$ cat src/rtl/out_sat_serializer.sv
// rtl/out_sat_serializer.sv - round/saturate a stereo accumulator pair and shift it out MSB first
`timescale 1ns/1ps

module out_sat_serializer #(
    parameter int ACC_W   = 40,
    parameter int OUT_W   = 16,
    parameter int LSB_POS = 16
) (
    input  logic             Sclk,
    input  logic             Reset,
    input  logic             load,
    input  logic [ACC_W-1:0] accL,
    input  logic [ACC_W-1:0] accR,
    output logic             ready,
    output logic             Frame,
    output logic             Dout,
    output logic [OUT_W-1:0] sampleL,
    output logic [OUT_W-1:0] sampleR,
    output logic             satL,
    output logic             satR,
    output logic             ovr
);

    // Holding registers keep only the bits that can influence the result:
    // the sample field and above, plus the rounding bit just below it.
    localparam int HOLD_W = ACC_W - LSB_POS + 1;
    localparam int SH_W   = 2 * OUT_W;
    localparam int CNT_W  = $clog2(SH_W);

    typedef enum logic [1:0] {IDLE, CONV, SHIFT} state_t;

    state_t            state_q, state_d;
    logic [CNT_W-1:0]  cnt_q, cnt_d;
    logic [SH_W-1:0]   sh_q, sh_d;
    logic [HOLD_W-1:0] acc_l_q, acc_l_d, acc_r_q, acc_r_d;
    logic [OUT_W-1:0]  sample_l_q, sample_l_d, sample_r_q, sample_r_d;
    logic              sat_l_q, sat_l_d, sat_r_q, sat_r_d;
    logic              ovr_q, ovr_d;
    logic [OUT_W:0]    conv_l, conv_r;
    logic              unused_low;

    assign unused_low = ^{accL[LSB_POS-2:0], accR[LSB_POS-2:0]};

    // Returns {sat, sample}. Adding the rounding bit to the sign-extended upper
    // field is the same as adding 2^(LSB_POS-1) to the full accumulator.
    function automatic logic [OUT_W:0] convert(input logic [HOLD_W-1:0] h);
        logic [HOLD_W-1:0] r;
        r = {h[HOLD_W-1], h[HOLD_W-1:1]} + HOLD_W'(h[0]);
        if ((&r[HOLD_W-1:OUT_W-1]) || !(|r[HOLD_W-1:OUT_W-1]))
            convert = {1'b0, r[OUT_W-1:0]};
        else
            convert = {1'b1, h[HOLD_W-1], {(OUT_W-1){~h[HOLD_W-1]}}};
    endfunction

    always_comb begin
        state_d    = state_q;
        cnt_d      = cnt_q;
        sh_d       = sh_q;
        acc_l_d    = acc_l_q;
        acc_r_d    = acc_r_q;
        sample_l_d = sample_l_q;
        sample_r_d = sample_r_q;
        sat_l_d    = sat_l_q;
        sat_r_d    = sat_r_q;
        ovr_d      = ovr_q | (load & (state_q != IDLE));
        ready      = 1'b0;
        Frame      = 1'b0;
        Dout       = 1'b0;
        conv_l     = convert(acc_l_q);
        conv_r     = convert(acc_r_q);
        case (state_q)
            IDLE: begin
                ready = 1'b1;
                if (load) begin
                    acc_l_d = accL[ACC_W-1:LSB_POS-1];
                    acc_r_d = accR[ACC_W-1:LSB_POS-1];
                    state_d = CONV;
                end
            end
            CONV: begin
                sample_l_d = conv_l[OUT_W-1:0];
                sample_r_d = conv_r[OUT_W-1:0];
                sat_l_d    = conv_l[OUT_W];
                sat_r_d    = conv_r[OUT_W];
                sh_d       = {conv_l[OUT_W-1:0], conv_r[OUT_W-1:0]};
                cnt_d      = '0;
                state_d    = SHIFT;
            end
            SHIFT: begin
                Dout  = sh_q[SH_W-1];
                Frame = (cnt_q == '0);
                sh_d  = {sh_q[SH_W-2:0], 1'b0};
                cnt_d = cnt_q + 1'b1;
                if (cnt_q == CNT_W'(SH_W - 1))
                    state_d = IDLE;
            end
            default: state_d = IDLE;
        endcase
    end

    always_ff @(posedge Sclk or posedge Reset) begin
        if (Reset) begin
            state_q    <= IDLE;
            cnt_q      <= '0;
            sh_q       <= '0;
            acc_l_q    <= '0;
            acc_r_q    <= '0;
            sample_l_q <= '0;
            sample_r_q <= '0;
            sat_l_q    <= 1'b0;
            sat_r_q    <= 1'b0;
            ovr_q      <= 1'b0;
        end else begin
            state_q    <= state_d;
            cnt_q      <= cnt_d;
            sh_q       <= sh_d;
            acc_l_q    <= acc_l_d;
            acc_r_q    <= acc_r_d;
            sample_l_q <= sample_l_d;
            sample_r_q <= sample_r_d;
            sat_l_q    <= sat_l_d;
            sat_r_q    <= sat_r_d;
            ovr_q      <= ovr_d;
        end
    end

    assign sampleL = sample_l_q;
    assign sampleR = sample_r_q;
    assign satL    = sat_l_q;
    assign satR    = sat_r_q;
    assign ovr     = ovr_q;

endmodule

$ cat config.mk
export PLATFORM = sky130hd
export DESIGN_NAME = out_sat_serializer
export DESIGN_NICKNAME = d
export VERILOG_FILES = /design/src/rtl/out_sat_serializer.sv
export SDC_FILE = /design/constraint.sdc
export NUM_CORES = 1
export LEC_CHECK = 0
export CAP_MARGIN = 20
export CORE_MARGIN = 1
export CORE_UTILIZATION = 53
export DETAILED_ROUTE_END_ITERATION = 10
export GPL_TIMING_DRIVEN = 0
export PLACE_DENSITY = 0.82
export SLEW_MARGIN = 15
export SYNTH_ARGS = -nofsm -noshare
export SYNTH_HDL_FRONTEND = slang
export SYNTH_SLANG_ARGS = --single-unit
$ cat constraint.sdc
create_clock -name Sclk -period 4.65 [get_ports Sclk]
set_input_delay 0.6975 -clock Sclk [delete_from_list [all_inputs] [get_ports Sclk]]
set_output_delay 0.6975 -clock Sclk [all_outputs]
set_load 0.01 [all_outputs]
==> impl_metrics.tcl, run 1 <==
set metrics [dict create \
    start_util_pct 54.3 \
    hold_buffers 0 \
    fillers 876 \
    fin_crit_sh_pct 73.1 \
    synth_area_leaders "dfrtp_1, mux2_2, xor2_1" \
    ys.flop_type "dfrtp_1" \
    rows 40 \
    worstHoldStart "sh_q[31]" \
    postSynthNetCount 687 \
    instances_no_fill 863 \
    vias 5185 \
    drc 0 \
    cts_sinks 124 \
    dieHeight_um 113 \
    finalSetupTns_ps 0 \
    crit_type "flop to flop" \
    num_io_pins 121 \
    first_pass_iters 5 \
    antenna_found_initial 0 \
    avgSynthCellArea_um2 10.9 \
    synth_cells 593 \
    multi_input_area_mm2 0.00314 \
    outcome "completed" \
    drv_cap 0 \
    grt_util_all_layers_pct 26.0 \
    hold_class "flop to flop" \
    final_nets 797 \
    relSlewSlack_pct 52.5 \
    clock_latency_ps 420 \
    cts_resized 0 \
    hold_viol 0 \
    design_area_mm2 0.00822 \
    die-area_mm2 0.0127 \
    seqCellArea_mm2 0.00310 \
    whs_endpoint "sh_q[31]" \
    placed_area_mm2 0.00761 \
    coreArea_mm2 0.0120 \
    worstSetupStartpointType "flop" \
    cts_tree "yes" \
    r2r_start "acc_r_q[0]" \
    worstPathArrival_ps 3680 \
    final_max_slew_viol_count 0 \
    max_freq_mhz 294 \
    die_width_um 113 \
    grt_pass1_wl_um 25300 \
    yosys.area.top_type "dfrtp_1" \
    rsz0062_at_grt "false" \
    grt_pass1_vias 4926 \
    place_hpwl_um 11200 \
    root_buffer "clkbuf_16" \
    leakage_uw 0.00328 \
    globalplace.congestion 0.897 \
    r2r_setup_slack_ps 1250 \
    worst_pin_slew_ps 707 \
    final_layout_size_suffix_gt1_share_pct 15.1 \
    vias_per_cell 6.01 \
    setup_viol 0 \
    ys_seq_elements 124 \
    crit_required_ps 4930 \
    ys_warn_count 0 \
    numCtsBuffers 17 \
    crit_path_end_kind "flop" \
    port_buffers 90 \
    syn_to_final_growth_pct 26.6 \
    power_density_mw_per_mm2 727 \
    cts_max_path_buffers 2 \
    grt_max_degree 83 \
    h-tree-depth 4 \
    yosysTopAreaCellShare_pct 47.8 \
    antenna_cells 0 \
    grt_overflow 0 \
    wl_per_cell_um 18.1 \
    ant_nets 0 \
    cts.clk_slew.worst_paths_ps 60 \
    finClkSkew_ps 6.41 \
    dp_cells 831 \
    synthDistinctLibCells 56 \
    drt-initial-drc-count 454 \
    post_cts_buffers 0 \
    netlist_area_mm2 0.00649 \
    path_max_fanout 10 \
    reg2reg_to "sh_q[8]" \
    fin_crit_ps 3400 \
    holdPathStages 1 \
    wl_um 15600 \
    ys_seq_area_share_pct 47.8 \
    vdd_drop_max_mv 0.328 \
    synth_enable_flop_cells 0 \
    synthArstFlopShare_pct 100 \
    reg2reg_depth 11 \
]
worst max-delay path by stage:
stage                           from         end  slack, ps
after global placement         Reset     sh_q[5]       -870
after floorplan                Reset  acc_l_q[0]        650
final                     acc_r_q[0]     sh_q[8]       1250
after CTS                 acc_r_q[0]     sh_q[8]       1310
after global routing      acc_r_q[0]     sh_q[8]        940
after detailed placement  acc_l_q[0]    sh_q[19]       1350
synthesized netlist by cell type (3+ instances only):
master	instances
o2111ai_1	3
dfrtp_1	124
a21o_1	3
nand3b_1	16
o21ai_0	29
mux2_2	64
nor3_1	4
or3_1	4
clkbuf_1	28
a21oi_1	11
and2_1	6
o22ai_1	3
inv_1	18
a31oi_1	5
a221o_1	13
ha_1	11
mux2i_1	15
xor2_1	18
a211oi_1	15
buf_2	3
nand4_1	12
nor4_1	6
nor2_1	31
nand2_1	24
xnor2_1	14
o21a_1	4
nor2b_1	3
and3_1	24
nand3_1	20
a311oi_1	16
buf_1	8
and4_1	7
per-stage QoR:
stage                     hold WS, ps  utilization, %  power [uW]  setup slack (ps)
after global placement            458            63.3        4430              -874
after detailed placement          474            63.6        4570              1350
after CTS                         487            68.7        5960              1310
after floorplan                   451               -        3650               653
final                             484            68.7        5970              1250
after global routing              524            68.7        6330               938
cells in the final DEF (no fill, tap or decap), types with 7 or more instances in the layout:
master / instances
dfrtp_1: 124
clkdlybuf4s50_1: 90
mux2_2: 64
nor2_1: 31
o21ai_0: 29
clkbuf_1: 28
and3_1: 24
nand2_1: 24
nand3_1: 20
xor2_1: 18
inv_1: 17
clkbuf_16: 17
nand3b_1: 16
a311oi_1: 16
a211oi_1: 15
mux2i_1: 15
xnor2_1: 14
a221o_1: 13
nand4_1: 12
a21oi_1: 11
ha_1: 11
buf_1: 8
and4_1: 7
sequential cells by signal, summed over array words and instances (netlist names):
register  flops
sampleR      16
sampleL      16
ovr           1
state_q       2
cnt_q         5
acc_r_q      25
satL          1
satR          1
acc_l_q      25
sh_q         32
worst max-delay path: stages, from the launching register on:
cell and delay (ps):
dfrtp_1 350, ha_1 220, ha_1 250, and4_1 290, nand4_1 280, nor4_1 340
o2111ai_1 150, nor4_1 380, a21boi_0 290, nor2_1 300, buf_2 280, a211oi_1 120
layer usage:
| metal | global-route usage, % | share of wire (%) | vias up |
|---|---|---|---|
| met3 | 6.26 | 5.7 | 29 |
| met1 | 34.6 | 43 | 2546 |
| li1 | - | - | 2422 |
| met2 | 41.6 | 49 | 188 |
| met5 | 0 | 0 | - |
| met4 | 9.42 | 1.9 | 0 |
power breakdown:
part	total [uW]	internal, uW	switching, uW
sequential	2070	1610	457
clock	1350	855	497
combinational	2550	1210	1340
kinds of logic (layout without fill, tap and decap cells):
family                     Yosys count  count (layout)  synth area share, %
buffers and inverters               59             182                 3.84
and+or+nand+nor                    170             170                 15.4
adders and majority gates           11              11                 2.12
xor gates and xnor gates            32              32                 4.32
DFF                                124             124                 47.8
AOI/OAI and AO/OA                  117             117                 13.0
muxes                               80              80                 13.6
cell type report:
class / instances / share of cell area (%)
sequential: 124 / 37.8
tap: 147 / 2.24
inverter: 18 / 0.883
clock buffer: 18 / 5.34
timing repair buffer: 91 / 11.3
multi-input combinational: 410 / 38.2
clock inverter: 14 / 2.09
buffer: 41 / 2.21
No activity file was read; power rests on OpenSTA's default activity.
==> run 2, diff against run 1 <==
==> constraint.sdc (replaced) <==
create_clock -name Sclk -period 3.18 [get_ports Sclk]
set_input_delay 0.477 -clock Sclk [delete_from_list [all_inputs] [get_ports Sclk]]
set_output_delay 0.477 -clock Sclk [all_outputs]
set_load 0.01 [all_outputs]
==> run 2 against run 1 <==
Compared with the run above: hold slack lost 51 ps; combinational power grew 54%; via count grew 4.1%; final cell count grew 1.7%; fmax grew 8.5%; die area is the same; critical path depth is the same; core utilization grew 2.4 points; register-to-register slack lost 1200 ps; critical path type unchanged; global-route usage grew 0.51 points.
==> impl_metrics.tcl, run 2 (same netlist as run 1, synthesis figures left out) <==
set metrics [dict create \
    outcome "completed" \
    coreArea_mm2 0.0120 \
    globalplace.congestion 0.895 \
    leakage_uw 0.00341 \
    syn_to_final_growth_pct 31.1 \
    combPwrFrac_pct 43.9 \
    dieHeight_um 113 \
    place_hpwl_um 11500 \
    setup_viol 0 \
    hold_slack_ps 434 \
    top_register "sh_q" \
    hold_viol 0 \
    start_util_pct 54.3 \
    final_util_pct 71.2 \
    path_max_fanout 9 \
    cts_tree "yes" \
    crit_path_end_kind "flop" \
    num_io_pins 121 \
    antenna_found_initial 0 \
    mostFrequentLayoutCells "dfrtp_1, clkdlybuf4s50_1, mux2_2" \
    h-tree-depth 4 \
    r2r_start "acc_l_q[0]" \
    cts_sinks 124 \
    numCtsBuffers 17 \
    root_buffer "clkbuf_16" \
    reg2reg_to "sh_q[19]" \
    grt_pass1_vias 5215 \
    hold_class "input pin to async pin" \
    wl_um 16500 \
    fillers 841 \
    cts_max_path_buffers 2 \
    power_density_mw_per_mm2 1050 \
    final_nets 812 \
    finClkSkew_ps 9.32 \
    crit_type "flop to flop" \
    grt_overflow 0 \
    r2r_setup_slack_ps 50 \
    p_sw_share_pct 38.2 \
    p_switching_uw 3420 \
    final_layout_size_suffix_gt1_share_pct 20.2 \
    max_freq_mhz 319 \
    drc 0 \
    wl_per_cell_um 18.8 \
    vdd_drop_max_mv 0.434 \
    die_width_um 113 \
    grt_max_degree 37 \
    clock_latency_ps 420 \
    fin_crit_sh_pct 98.5 \
    p_int_uw 5530 \
    layout_commonest_cell "dfrtp_1" \
    ant_nets 0 \
    largest_reg_flops 32 \
    grt_util_all_layers_pct 26.5 \
    reg2reg_depth 11 \
    worstSetupStartpointType "flop" \
    fin_crit_ps 3130 \
    worstPathArrival_ps 3430 \
    cts.clk_slew.worst_paths_ps 60 \
    vias_per_cell 6.15 \
    crit_required_ps 3480 \
    port_buffers 90 \
    antenna_cells 0 \
    vias 5398 \
    top_regs "sh_q (32), acc_l_q (25), acc_r_q (25)" \
    drv_cap 0 \
    die-area_mm2 0.0127 \
    relSlewSlack_pct 51.8 \
    grt_pass1_wl_um 26100 \
    drt-initial-drc-count 389 \
    seqPwrFrac_pct 34.0 \
    rows 40 \
    final_max_slew_viol_count 0 \
    worst_pin_slew_ps 716 \
    first_pass_iters 5 \
    power_frac_clock_pct 22.1 \
]
## run 2: cell type report
type	instances	area, um2	share of cell area, %
buffer	40	191	2.25
clock buffer	25	495	5.82
clock inverter	7	110	1.29
inverter	18	71.3	0.838
multi-input combinational	410	3290	38.6
sequential	124	3100	36.5
tap	147	184	2.16
timing repair buffer	107	1070	12.5
## run 2: per-stage QoR
step / total power (uW) / setup TNS [ps] / setup WS [ps] / cells / area (um2)
detailed placement: 6680 / -2880 / -124 / 833 / 7640
global route: 9440 / -372 / -43.0 / 878 / 8510
floorplan: 5340 / 0 / 291 / 593 / 6490
finish: 8950 / 0 / 46.9 / 878 / 8510
CTS: 8750 / 0 / 13.3 / 864 / 8280
global placement: 6480 / -24.2 / -21.7 / 830 / 7580
## run 2: power by group through the flow
| stage | Combinational [uW] | Clock (uW) | Sequential, uW |
|---|---|---|---|
| 6_report | 3930 | 1980 | 3050 |
| 5_1_grt | 4230 | 2080 | 3130 |
| 4_1_cts | 3750 | 1990 | 3000 |
| 3_5_place_dp | 3670 | 0 | 3010 |
| 3_3_place_gp | 3510 | 0 | 2970 |
| 2_1_floorplan | 2420 | 0 | 2920 |
## run 2: layer usage
layer	up-vias	GRT usage [%]	routed length, um
li1	2450	-	-
met1	2695	34.5	7010
met2	220	44.1	8290
met3	33	5.78	890
met4	0	8.89	299
met5	-	0	0
## run 2: worst max-delay path, stage by stage, from the launching register on
cell     delay [ps]
dfrtp_1         360
ha_2            210
ha_2            230
nand3_4         170
nor4_4          510
o211a_1         230
o21ai_0          80
and4b_1         210
a31o_1          200
buf_6           150
mux2_1          350
a221o_1         310
## run 2: worst max path at each step
stage | start | endpoint | slack (ps) | cells past startpoint
final | acc_l_q[0] | sh_q[19] | 50 | 11
after CTS | acc_r_q[0] | sh_q[4] | 10 | 11
after floorplan | acc_l_q[0] | sh_q[19] | 290 | 11
after detailed placement | acc_r_q[0] | sh_q[5] | -120 | 11
after global placement | acc_l_q[0] | sh_q[19] | -20 | 11
after global routing | acc_r_q[1] | sh_q[7] | -40 | 13
## run 2: what timing repair did
action	4_1_cts	5_1_grt
setup buffers	0	14
pin swaps	1	6
hold buffers	0	0
resized for setup	9	33
setup endpoints to repair	42	56
hold endpoints to repair	0	0
==> run 3, diff against run 2 <==
--- a/config.mk
+++ b/config.mk
@@ -15,3 +15,4 @@
 export SYNTH_ARGS = -nofsm -noshare
 export SYNTH_HDL_FRONTEND = slang
 export SYNTH_SLANG_ARGS = --single-unit
+export TNS_END_PERCENT = 5
==> run 3 against run 2 <==
Compared with the run above: register-to-register slack hardly changed; routed wire length rose by 0.25%; sequential share of layout area barely moved; first-iteration DRC count rose by 4.1%; largest power group unchanged.
==> impl_metrics.tcl, run 3 (same netlist as run 1, synthesis figures left out) <==
set metrics [dict create \
    outcome "completed" \
    max_freq_mhz 318 \
    top_register "sh_q" \
    globalplace.congestion 0.895 \
    numCtsBuffers 17 \
    fin_crit_sh_pct 98.7 \
    p_sw_share_pct 38.3 \
    seqCellArea_mm2 0.00310 \
    num_io_pins 121 \
    antenna_found_initial 0 \
    combPwrFrac_pct 43.9 \
    cts_max_path_buffers 2 \
    cp.buffers_inverters 1 \
    worstPathArrival_ps 3440 \
    final_max_slew_viol_count 0 \
    fin_crit_ps 3140 \
    slowest_stage "nor4_4" \
    grt_pass1_vias 5213 \
    design_area_mm2 0.00852 \
    relSlewSlack_pct 50.9 \
    wl_um 16500 \
    die_width_um 113 \
    syn_to_final_growth_pct 31.2 \
    slowest_delay_ps 490 \
    final_nets 812 \
    h-tree-depth 4 \
    ant_nets 0 \
    start_util_pct 54.3 \
    drc 0 \
    layout_commonest_cell "dfrtp_1" \
    path_max_fanout 9 \
    crit_required_ps 3480 \
    crit_path_end_kind "flop" \
    coreArea_mm2 0.0120 \
    crit_type "flop to flop" \
    p_int_uw 5530 \
    antenna_cells 0 \
    r2r_setup_slack_ps 40 \
    place_hpwl_um 11500 \
    vias_per_cell 6.13 \
    final_layout_size_suffix_gt1_share_pct 20.5 \
    vias 5386 \
    top_regs "sh_q (32), acc_l_q (25), acc_r_q (25)" \
    root_buffer "clkbuf_16" \
    cts_tree "yes" \
    finClkSkew_ps 10.3 \
    seqPwrFrac_pct 33.9 \
    worst_pin_slew_ps 730 \
    critPathTopFamily "simple AND/OR/NAND/NOR gates" \
    port_buffers 90 \
    clock_latency_ps 420 \
    die-area_mm2 0.0127 \
    first_pass_iters 5 \
    leakage_uw 0.00340 \
    mostFrequentLayoutCells "dfrtp_1, clkdlybuf4s50_1, mux2_2" \
    setup_viol 0 \
    hold_class "input pin to async pin" \
    power_frac_clock_pct 22.1 \
    cts_sinks 124 \
    hold_buffers 0 \
    drt-initial-drc-count 405 \
    largest_reg_flops 32 \
    dieHeight_um 113 \
    grt_max_degree 37 \
    p_switching_uw 3430 \
    grt_overflow 0 \
    multi_input_area_mm2 0.00329 \
    grt_util_all_layers_pct 26.5 \
    rows 40 \
    fillers 839 \
    final_util_pct 71.2 \
    wl_per_cell_um 18.8 \
    vdd_drop_max_mv 0.433 \
    instances_no_fill 878 \
    power_density_mw_per_mm2 1050 \
    grt_pass1_wl_um 26100 \
    power_uw 8960 \
    placed_area_mm2 0.00764 \
    worstSetupStartpointType "flop" \
    cts.clk_slew.worst_paths_ps 60 \
    cp_common_cell "ha_2" \
    hold_viol 0 \
    drv_cap 0 \
    path_cells "ha_2, ha_2, nand3_4, nor4_4, o211a_1, o21ai_0, and4b_1, a31o_1, buf_6, mux2_1, a221o_1" \
    dp_cells 833 \
]
## run 3: worst reg2reg max path, stage by stage, from the launching register on
cell and delay, ps:
dfrtp_1 350, ha_2 210, ha_2 230, nand3_4 170, nor4_4 490, o211a_1 240, o21ai_0 80, and4b_1 220
a31o_1 200, buf_6 160, mux2_1 350, a221o_1 310
## run 3: through the flow
| stage | hold WS [ps] | worst slack, ps | setup TNS, ps |
|---|---|---|---|
| 2_1_floorplan | 451 | 291 | 0 |
| 3_3_place_gp | 458 | -21.7 | -24.2 |
| 3_5_place_dp | 474 | -124 | -2880 |
| 4_1_cts | 443 | -8.91 | -8.91 |
| 5_1_grt | 447 | -37.7 | -131 |
| 6_report | 431 | 40.0 | 0 |
## run 3: metal layers
layer  track usage (%)  routed length [um]  vias to the layer above
li1                  -                   -                     2447
met1              34.5                6980                     2685
met2              44.1                8250                      214
met3              5.78                 970                       40
met4              8.89                 335                        0
met5                 0                   0                        -
## run 3: timing repair
item                       CTS  global route
buffers inserted             0            14
gates resized for setup      9            37
pin swaps                    1             8
setup endpoints to repair   42            49
## run 3: power groups by stage
| stage | sequential (uW) | clock, uW | combinational (uW) |
|---|---|---|---|
| 2_1_floorplan | 2920 | 0 | 2420 |
| 3_3_place_gp | 2970 | 0 | 3510 |
| 3_5_place_dp | 3010 | 0 | 3670 |
| 4_1_cts | 3000 | 1990 | 3750 |
| 5_1_grt | 3130 | 2080 | 4240 |
| 6_report | 3040 | 1980 | 3940 |
## run 3: path summary, 6_finish.rpt
path	start	end	cells after the start
setup / recovery	acc_l_q[0]	sh_q[19]	11
hold / removal	Reset	state_q[1]	2
setup reg to reg	acc_l_q[0]	sh_q[19]	11
hold reg to reg	ovr	ovr	1
max in group asynchronous	Reset	acc_r_q[11]	5
min in group Sclk	ovr	ovr	1
## run 3: final cells by class
class	count	area share, %
Tap cell	147	2.16
Multi-Input combinational cell	410	38.6
Clock buffer	25	5.82
Inverter	18	0.837
Clock inverter	7	1.29
Sequential cell	124	36.5
Timing Repair Buffer	107	12.5
Buffer	40	2.29
